$ cat src/rtl/lcd_write_arbiter.sv
// Round-robin arbiter sharing one HD44780-style LCD write port between two requesters.
// Define LCD_INIT_EN to issue the power-up command sequence 38,0C,06,01 after reset.
module lcd_write_arbiter #(
   parameter int SETUP_CYC = 2,
   parameter int PULSE_CYC = 12,
   parameter int HOLD_CYC  = 2,
   parameter int EXEC_CYC  = 2000,
   parameter int CLR_CYC   = 80000
) (
   input  logic       clk,
   input  logic       rst_n,
   input  logic       req0,
   input  logic       rs0,
   input  logic [7:0] data0,
   output logic       ack0,
   input  logic       req1,
   input  logic       rs1,
   input  logic [7:0] data1,
   output logic       ack1,
   output logic       en,
   output logic [7:0] lcd_data,
   output logic       rs,
   output logic       rw,
   output logic       on,
   output logic       busy
);

   function automatic int max_int(input int a, input int b);
      return (a > b) ? a : b;
   endfunction

   // Clear and return-home need the long execution wait.
   function automatic logic is_clear_cmd(input logic rs_v, input logic [7:0] d);
      return (rs_v == 1'b0) && ((d == 8'h01) || (d == 8'h02) || (d == 8'h03));
   endfunction

   localparam int MAX_CYC = max_int(max_int(max_int(SETUP_CYC, PULSE_CYC),
                                            max_int(HOLD_CYC, EXEC_CYC)), CLR_CYC);
   localparam int CNT_W   = $clog2(MAX_CYC + 1);

   localparam logic [CNT_W-1:0] CNT_ZERO = CNT_W'(0);
   localparam logic [CNT_W-1:0] CNT_ONE  = CNT_W'(1);
   localparam logic [CNT_W-1:0] SETUP_LD = CNT_W'(SETUP_CYC - 1);
   localparam logic [CNT_W-1:0] PULSE_LD = CNT_W'(PULSE_CYC - 1);
   localparam logic [CNT_W-1:0] HOLD_LD  = CNT_W'(HOLD_CYC - 1);
   localparam logic [CNT_W-1:0] EXEC_LD  = CNT_W'(EXEC_CYC - 1);
   localparam logic [CNT_W-1:0] CLR_LD   = CNT_W'(CLR_CYC - 1);

   typedef enum logic [2:0] {
      ST_IDLE  = 3'd0,
      ST_SETUP = 3'd1,
      ST_PULSE = 3'd2,
      ST_HOLD  = 3'd3,
      ST_WAIT  = 3'd4
   } state_t;

   state_t           state_q, state_d;
   logic [CNT_W-1:0] cnt_q, cnt_d;
   logic             rs_q, rs_d;
   logic [7:0]       data_q, data_d;
   logic             prio_q, prio_d;
   logic             owner_q, owner_d;
   logic             ack0_q, ack0_d;
   logic             ack1_q, ack1_d;
   logic             en_q, en_d;
   logic             busy_q, busy_d;
   logic             on_q;

   logic             elig0_s, elig1_s, gnt_vld_s, gnt_sel_s;
   logic             init_act_s, init_last_s;
   logic [7:0]       init_cmd_s, init_nxt_s;

`ifdef LCD_INIT_EN
   function automatic logic [7:0] init_cmd(input logic [1:0] idx);
      logic [7:0] c;
      case (idx)
         2'd0:    c = 8'h38;
         2'd1:    c = 8'h0C;
         2'd2:    c = 8'h06;
         2'd3:    c = 8'h01;
         default: c = 8'h01;
      endcase
      return c;
   endfunction

   logic       init_act_q, init_act_d;
   logic [1:0] init_idx_q, init_idx_d;
   logic       init_adv_s;

   assign init_act_s  = init_act_q;
   assign init_last_s = (init_idx_q == 2'd3);
   assign init_cmd_s  = init_cmd(init_idx_q);
   assign init_nxt_s  = init_cmd(init_idx_q + 2'd1);
   assign init_adv_s  = (state_q == ST_WAIT) && (cnt_q == CNT_ZERO) && init_act_q;

   // Init sequence progress: advance on each completed init command.
   always_comb begin
      init_act_d = init_act_q;
      init_idx_d = init_idx_q;
      if (init_adv_s) begin
         if (init_idx_q == 2'd3) begin
            init_act_d = 1'b0;
         end else begin
            init_idx_d = init_idx_q + 2'd1;
         end
      end else begin
         init_idx_d = init_idx_q;
      end
   end

   // Init sequence registers.
   always_ff @(posedge clk or negedge rst_n) begin
      if (!rst_n) begin
         init_act_q <= 1'b1;
         init_idx_q <= 2'd0;
      end else begin
         init_act_q <= init_act_d;
         init_idx_q <= init_idx_d;
      end
   end
`else
   assign init_act_s  = 1'b0;
   assign init_last_s = 1'b1;
   assign init_cmd_s  = 8'h00;
   assign init_nxt_s  = 8'h00;
`endif

   // Round-robin pick; a requester is masked in its own ack cycle.
   always_comb begin
      elig0_s   = req0 & ~ack0_q;
      elig1_s   = req1 & ~ack1_q;
      gnt_vld_s = elig0_s | elig1_s;
      if (elig0_s && elig1_s) begin
         gnt_sel_s = prio_q;
      end else if (elig1_s) begin
         gnt_sel_s = 1'b1;
      end else begin
         gnt_sel_s = 1'b0;
      end
   end

   // Write sequencer next-state and output decode.
   always_comb begin
      state_d = state_q;
      cnt_d   = cnt_q;
      rs_d    = rs_q;
      data_d  = data_q;
      prio_d  = prio_q;
      owner_d = owner_q;
      ack0_d  = 1'b0;
      ack1_d  = 1'b0;
      case (state_q)
         ST_IDLE: begin
            if (init_act_s) begin
               rs_d    = 1'b0;
               data_d  = init_cmd_s;
               state_d = ST_SETUP;
               cnt_d   = SETUP_LD;
            end else if (gnt_vld_s) begin
               owner_d = gnt_sel_s;
               prio_d  = ~gnt_sel_s;
               rs_d    = gnt_sel_s ? rs1 : rs0;
               data_d  = gnt_sel_s ? data1 : data0;
               state_d = ST_SETUP;
               cnt_d   = SETUP_LD;
            end else begin
               state_d = ST_IDLE;
            end
         end
         ST_SETUP: begin
            if (cnt_q == CNT_ZERO) begin
               state_d = ST_PULSE;
               cnt_d   = PULSE_LD;
            end else begin
               cnt_d = cnt_q - CNT_ONE;
            end
         end
         ST_PULSE: begin
            if (cnt_q == CNT_ZERO) begin
               state_d = ST_HOLD;
               cnt_d   = HOLD_LD;
            end else begin
               cnt_d = cnt_q - CNT_ONE;
            end
         end
         ST_HOLD: begin
            if (cnt_q == CNT_ZERO) begin
               state_d = ST_WAIT;
               cnt_d   = is_clear_cmd(rs_q, data_q) ? CLR_LD : EXEC_LD;
            end else begin
               cnt_d = cnt_q - CNT_ONE;
            end
         end
         ST_WAIT: begin
            if (cnt_q != CNT_ZERO) begin
               cnt_d = cnt_q - CNT_ONE;
            end else if (init_act_s && !init_last_s) begin
               // Init commands chain directly, with no idle cycle between them.
               rs_d    = 1'b0;
               data_d  = init_nxt_s;
               state_d = ST_SETUP;
               cnt_d   = SETUP_LD;
            end else if (init_act_s) begin
               state_d = ST_IDLE;
            end else begin
               state_d = ST_IDLE;
               ack0_d  = ~owner_q;
               ack1_d  = owner_q;
            end
         end
         default: begin
            state_d = ST_IDLE;
            cnt_d   = CNT_ZERO;
         end
      endcase
      en_d   = (state_d == ST_PULSE);
      busy_d = (state_d != ST_IDLE);
   end

   // Sequencer state and registered LCD/handshake outputs.
   always_ff @(posedge clk or negedge rst_n) begin
      if (!rst_n) begin
         state_q <= ST_IDLE;
         cnt_q   <= CNT_ZERO;
         rs_q    <= 1'b0;
         data_q  <= 8'h00;
         prio_q  <= 1'b0;
         owner_q <= 1'b0;
         ack0_q  <= 1'b0;
         ack1_q  <= 1'b0;
         en_q    <= 1'b0;
         busy_q  <= 1'b0;
         on_q    <= 1'b0;
      end else begin
         state_q <= state_d;
         cnt_q   <= cnt_d;
         rs_q    <= rs_d;
         data_q  <= data_d;
         prio_q  <= prio_d;
         owner_q <= owner_d;
         ack0_q  <= ack0_d;
         ack1_q  <= ack1_d;
         en_q    <= en_d;
         busy_q  <= busy_d;
         on_q    <= 1'b1;
      end
   end

   assign ack0     = ack0_q;
   assign ack1     = ack1_q;
   assign en       = en_q;
   assign lcd_data = data_q;
   assign rs       = rs_q;
   assign rw       = 1'b0;
   assign on       = on_q;
   assign busy     = busy_q;

endmodule

$ cat config.mk
export PLATFORM = sky130hd
export DESIGN_NAME = lcd_write_arbiter
export DESIGN_NICKNAME = d
export VERILOG_FILES = /design/src/rtl/lcd_write_arbiter.sv
export SDC_FILE = /design/constraint.sdc
export NUM_CORES = 1
export LEC_CHECK = 0
export CAP_MARGIN = 20
export CORE_MARGIN = 4
export CORE_UTILIZATION = 29
export CTS_CLUSTER_SIZE = 8
export DETAILED_ROUTE_END_ITERATION = 8
export PLACE_DENSITY = 0.5
export SLEW_MARGIN = 20
export SYNTH_ARGS = -nofsm -noshare
export SYNTH_HDL_FRONTEND = slang
export SYNTH_SLANG_ARGS = --single-unit
export TNS_END_PERCENT = 100
$ cat constraint.sdc
create_clock -name clk -period 2.48 [get_ports clk]
set_input_delay 0.496 -clock clk [delete_from_list [all_inputs] [get_ports clk]]
set_output_delay 0.496 -clock clk [all_outputs]
set_load 0.01 [all_outputs]
==> metrics.md <==
| Metric | Value |
|---|---|
| Result of the run | finished, final reports clean |
| Total Routing Usage GR | about an eighth |
| Initial antenna violation count | 0 |
| GPL Wtd Cong | 0.769 |
| HPWL Detailed | approximately 3.9 mm |
| Reg-to-reg critical path endpoint | cnt_q[11] |
| Fin crit period | 2250 ps |
| Max-slew violation count | 0 |
| Nets | just under 300 |
| Share of final-layout standard cells stronger than drive strength 1 | between 10% and 20% |
| Critical Path, Cell by Cell | inv_1 > ha_1 > nor3b_2 > nand3_2 > o31ai_4 > nand2_1 > a211oi_1 > nor2_1 |
| Worst skew pair latency | between 200 and 300 ps |
| Startpoint class of the critical path | register |
| H-tree levels | 2 |
| Most common cell in the netlist | sky130_fd_sc_hd__dfrtp_1 |
| Die outline area | 0.00858 mm^2 |
| I/O Buffers | 35 |
| Max clock buf depth | 2 |
| Number of enable-type register cells in the synthesized netlist | 0 |
| Relative contribution of combinational cells to total power | 20.4% |
| Die width | between 90 and 100 um |
| Number of distinct library cells after synthesis | 58 |
| Net count after synthesis | between 200 and 300 |
| CTS Root Cell | sky130_fd_sc_hd__clkbuf_8 |
| Primary flip-flop cell chosen by synthesis mapping | sky130_fd_sc_hd__dfrtp_1 |
| Critical-path cell with the highest stage delay | sky130_fd_sc_hd__dfrtp_1 |
| Antenna-violating nets left | 0 |
| Switching fraction of total power | between 20% and 30% |
| Synth area leaders | sky130_fd_sc_hd__dfrtp_1 (43%), sky130_fd_sc_hd__nand2_1 (4.9%), sky130_fd_sc_hd__o21ai_0 (4.8%), sky130_fd_sc_hd__mux2i_1 (4.3%), sky130_fd_sc_hd__a21oi_1 (3.9%) |
| Register bit total from synthesis | 36 |
| Residual overflow from global routing | 0 |
| Total negative slack | 0 ps |
| Core region area | slightly below 0.007 mm^2 |
| NetSw | approximately 0.44 mW |
| Number of rows created at floorplan | 30 |
| Final instance count without filler cells | between 300 and 400 |
| Fill count | 695 |
| Share of synthesized area occupied by flip-flops and latches | between 40 and 50% |
| Max Clock Freq | around 440 MHz |
| Pint | 1.05 mW |
| Clock tree from TritonCTS | done |
| Max Clock Skew | around 10 ps |
| Pwr dens | roughly 570 mW/mm^2 |
| End point of the critical path | cnt_q[11] |
| CP Capture Type | register |
| Part of the power in the clock network | ~30% |
| Final design area excluding fillers | about 0.0026 mm^2 |
| Number of maximum-capacitance constraint violations | 0 |
| Leakage | 1.00 nW |
| Number of hold-slack violations in the final timing report | 0 |
| Biggest area consumer among synthesized cells | sky130_fd_sc_hd__dfrtp_1 |
| Path category of the worst min-delay check | input pin to async pin |
| Largest vdd supply drop | ~0.23 mV |
| Endpoint required time on the critical path | about 2700 ps |
| Portion of synthesized cell area occupied by the leading cell type | a little over two fifths |
| Asr flop ratio synth | 100% |
| Portion of the clock cycle consumed by the worst path in the final layout | around nine tenths |
| Post-synthesis cell count | 229 |
| Average vias per placed instance | 5.01 |
| Floorplan die height | ~93 um |
| Remaining routing DRC violations | 0 |
| Pre-Repair DR Iteration Count | 4 |
| Post-layout total power | 1.49 mW |
| Unrepaired setup endpoints after global routing | no |
| Vias after detailed routing | 1818 |
| Worst setup startpoint | cnt_q[0] |
| DP Area | approximately 0.0025 mm^2 |
| Count of clock tree sinks | 36 |
| Avg WL per Cell | roughly 15 um |
| Worst Tran Pin Value | 794 ps |
| Worst reg2reg path startpoint | cnt_q[0] |
| Final wirelength | roughly 5.3 mm |
| Synth top cells by count | sky130_fd_sc_hd__dfrtp_1 (36), sky130_fd_sc_hd__nand2_1 (27), sky130_fd_sc_hd__o21ai_0 (20) |
| Number of antenna cells inserted | 0 |
| Syn. warnings | 0 |
| Slew HR | roughly 47% |
| Clk pin slew, worst setup/hold paths | about 80 ps |
| Final Setup Violations | 0 |
| Sequential fraction of design power | between 40 and 50% |
| Area Growth Syn to Fin | 26.2% |
| Post-placement worst setup slack | ~170 ps |
| Longest individual stage delay on the worst path | approximately 430 ps |
| Maximum number of pins on one net before global-route repair | 37 |
| Worst reg2reg setup slack | 230 ps |
| Initial core utilization | a little under a third |
| Per-instance average area after synthesis | 9.06 um^2 |
| Via count of the first global-routing pass | approximately 1800 |
| Worst Path Arrival | between 2000 and 2500 ps |
| Largest fanout on the critical path | 9 |
| Post-route core utilization | roughly two fifths |
| Worst reg2reg path depth | 8 |
| DP Cell Count | between 300 and 400 |
| Global-route wire length before repair | 8.87 mm |
| Iteration-0 DRC Markers | between 80 and 90 |
| Postcts setup bufs | 0 |
| Type of the worst setup path | register to register |
| Number of clock buffers inserted by TritonCTS | 5 |
| Post-layout worst setup margin | around 230 ps |
| Number of top-level pins | 37 |
| Hold_ws | 281 ps |
| Post-synthesis instance area | 0.00208 mm^2 |
==> flip-flops by register name, summed over array words and instances (netlist names) <==
name,count
ack0,1
ack1,1
busy,1
cnt_q,17
en,1
lcd_data,8
on,1
owner_q,1
prio_q,1
rs,1
state_q,3
==> power groups by stage <==
stage	sequential [mW]	clock [mW]	combinational [mW]
6_report	0.738	0.450	0.305
5_1_grt	0.749	0.489	0.346
4_1_cts	0.737	0.470	0.311
3_5_place_dp	0.748	0	0.310
3_3_place_gp	0.748	0	0.308
2_1_floorplan	0.746	0	0.167
==> critical path: cells and delay by family, from the launching register on <==
family	cells	cell delay, ps
flip-flops	1	430
AND/OR/NAND/NOR	4	810
AO/OA/AOI/OAI	2	630
buffers and inverters	1	80
adder cells (fa/ha/maj)	1	170
==> layout make-up <==
cell class	instances	area, um^2	area share, %
multi-input combinational	178	1100	42.0
inverter	5	18.8	0.716
sequential	36	901	34.4
timing repair buffer	40	383	14.6
tap	96	120	4.58
clock inverter	2	13.8	0.525
clock buffer	6	82.6	3.15
==> layout by cell type, fill, tap and decap left out, types with 5 or more instances in the layout <==
master	instances
sky130_fd_sc_hd__o211ai_1	7
sky130_fd_sc_hd__clkbuf_8	6
sky130_fd_sc_hd__nand2b_1	6
sky130_fd_sc_hd__dfrtp_1	36
sky130_fd_sc_hd__inv_1	5
sky130_fd_sc_hd__a21oi_1	16
sky130_fd_sc_hd__buf_4	5
sky130_fd_sc_hd__nor3_1	6
sky130_fd_sc_hd__o21ai_0	20
sky130_fd_sc_hd__mux2i_1	9
sky130_fd_sc_hd__clkdlybuf4s50_1	34
sky130_fd_sc_hd__nand2_1	27
sky130_fd_sc_hd__nand3_1	8
sky130_fd_sc_hd__nor2_1	19
==> cells by family (layout without fill, tap and decap cells) <==
logic type                 Yosys count  in the layout  share of synthesized area [%]
AOI/OAI and AO/OA                   72             72                           22.8
xor gates and xnor gates             1              1                          0.422
adders and majority gates            1              1                          0.603
buffers and inverters               15             53                           3.92
DFF                                 36             36                           43.4
muxes                               10             10                           4.88
other                                2              2                          0.362
and+or+nand+nor                     92             92                           23.6
==> metal layers <==
layer | up-vias | GRT usage, % | wire, um
met2 | 44 | 20.5 | 2460
met5 | - | 0 | 0
li1 | 903 | - | -
met1 | 865 | 17.7 | 2570
met3 | 6 | 3.09 | 186
met4 | 0 | 3.22 | 56
==> repair_timing <==
action,4_1_cts,5_1_grt
resized for setup,0,1
hold buffers,0,0
setup endpoints to repair,0,7
==> how the worst min path moves through the flow <==
stage                       end  cells after the start  slack (ps)    start
detailed placement         ack0                      1         460  owner_q
global route        lcd_data[2]                      1         370    rst_n
finish                 cnt_q[7]                      1         280    rst_n
CTS                    cnt_q[2]                      1         330    rst_n
global placement           ack0                      1         480  owner_q
floorplan                  ack0                      0         200    rst_n
Power figures use the tool's default switching activity.
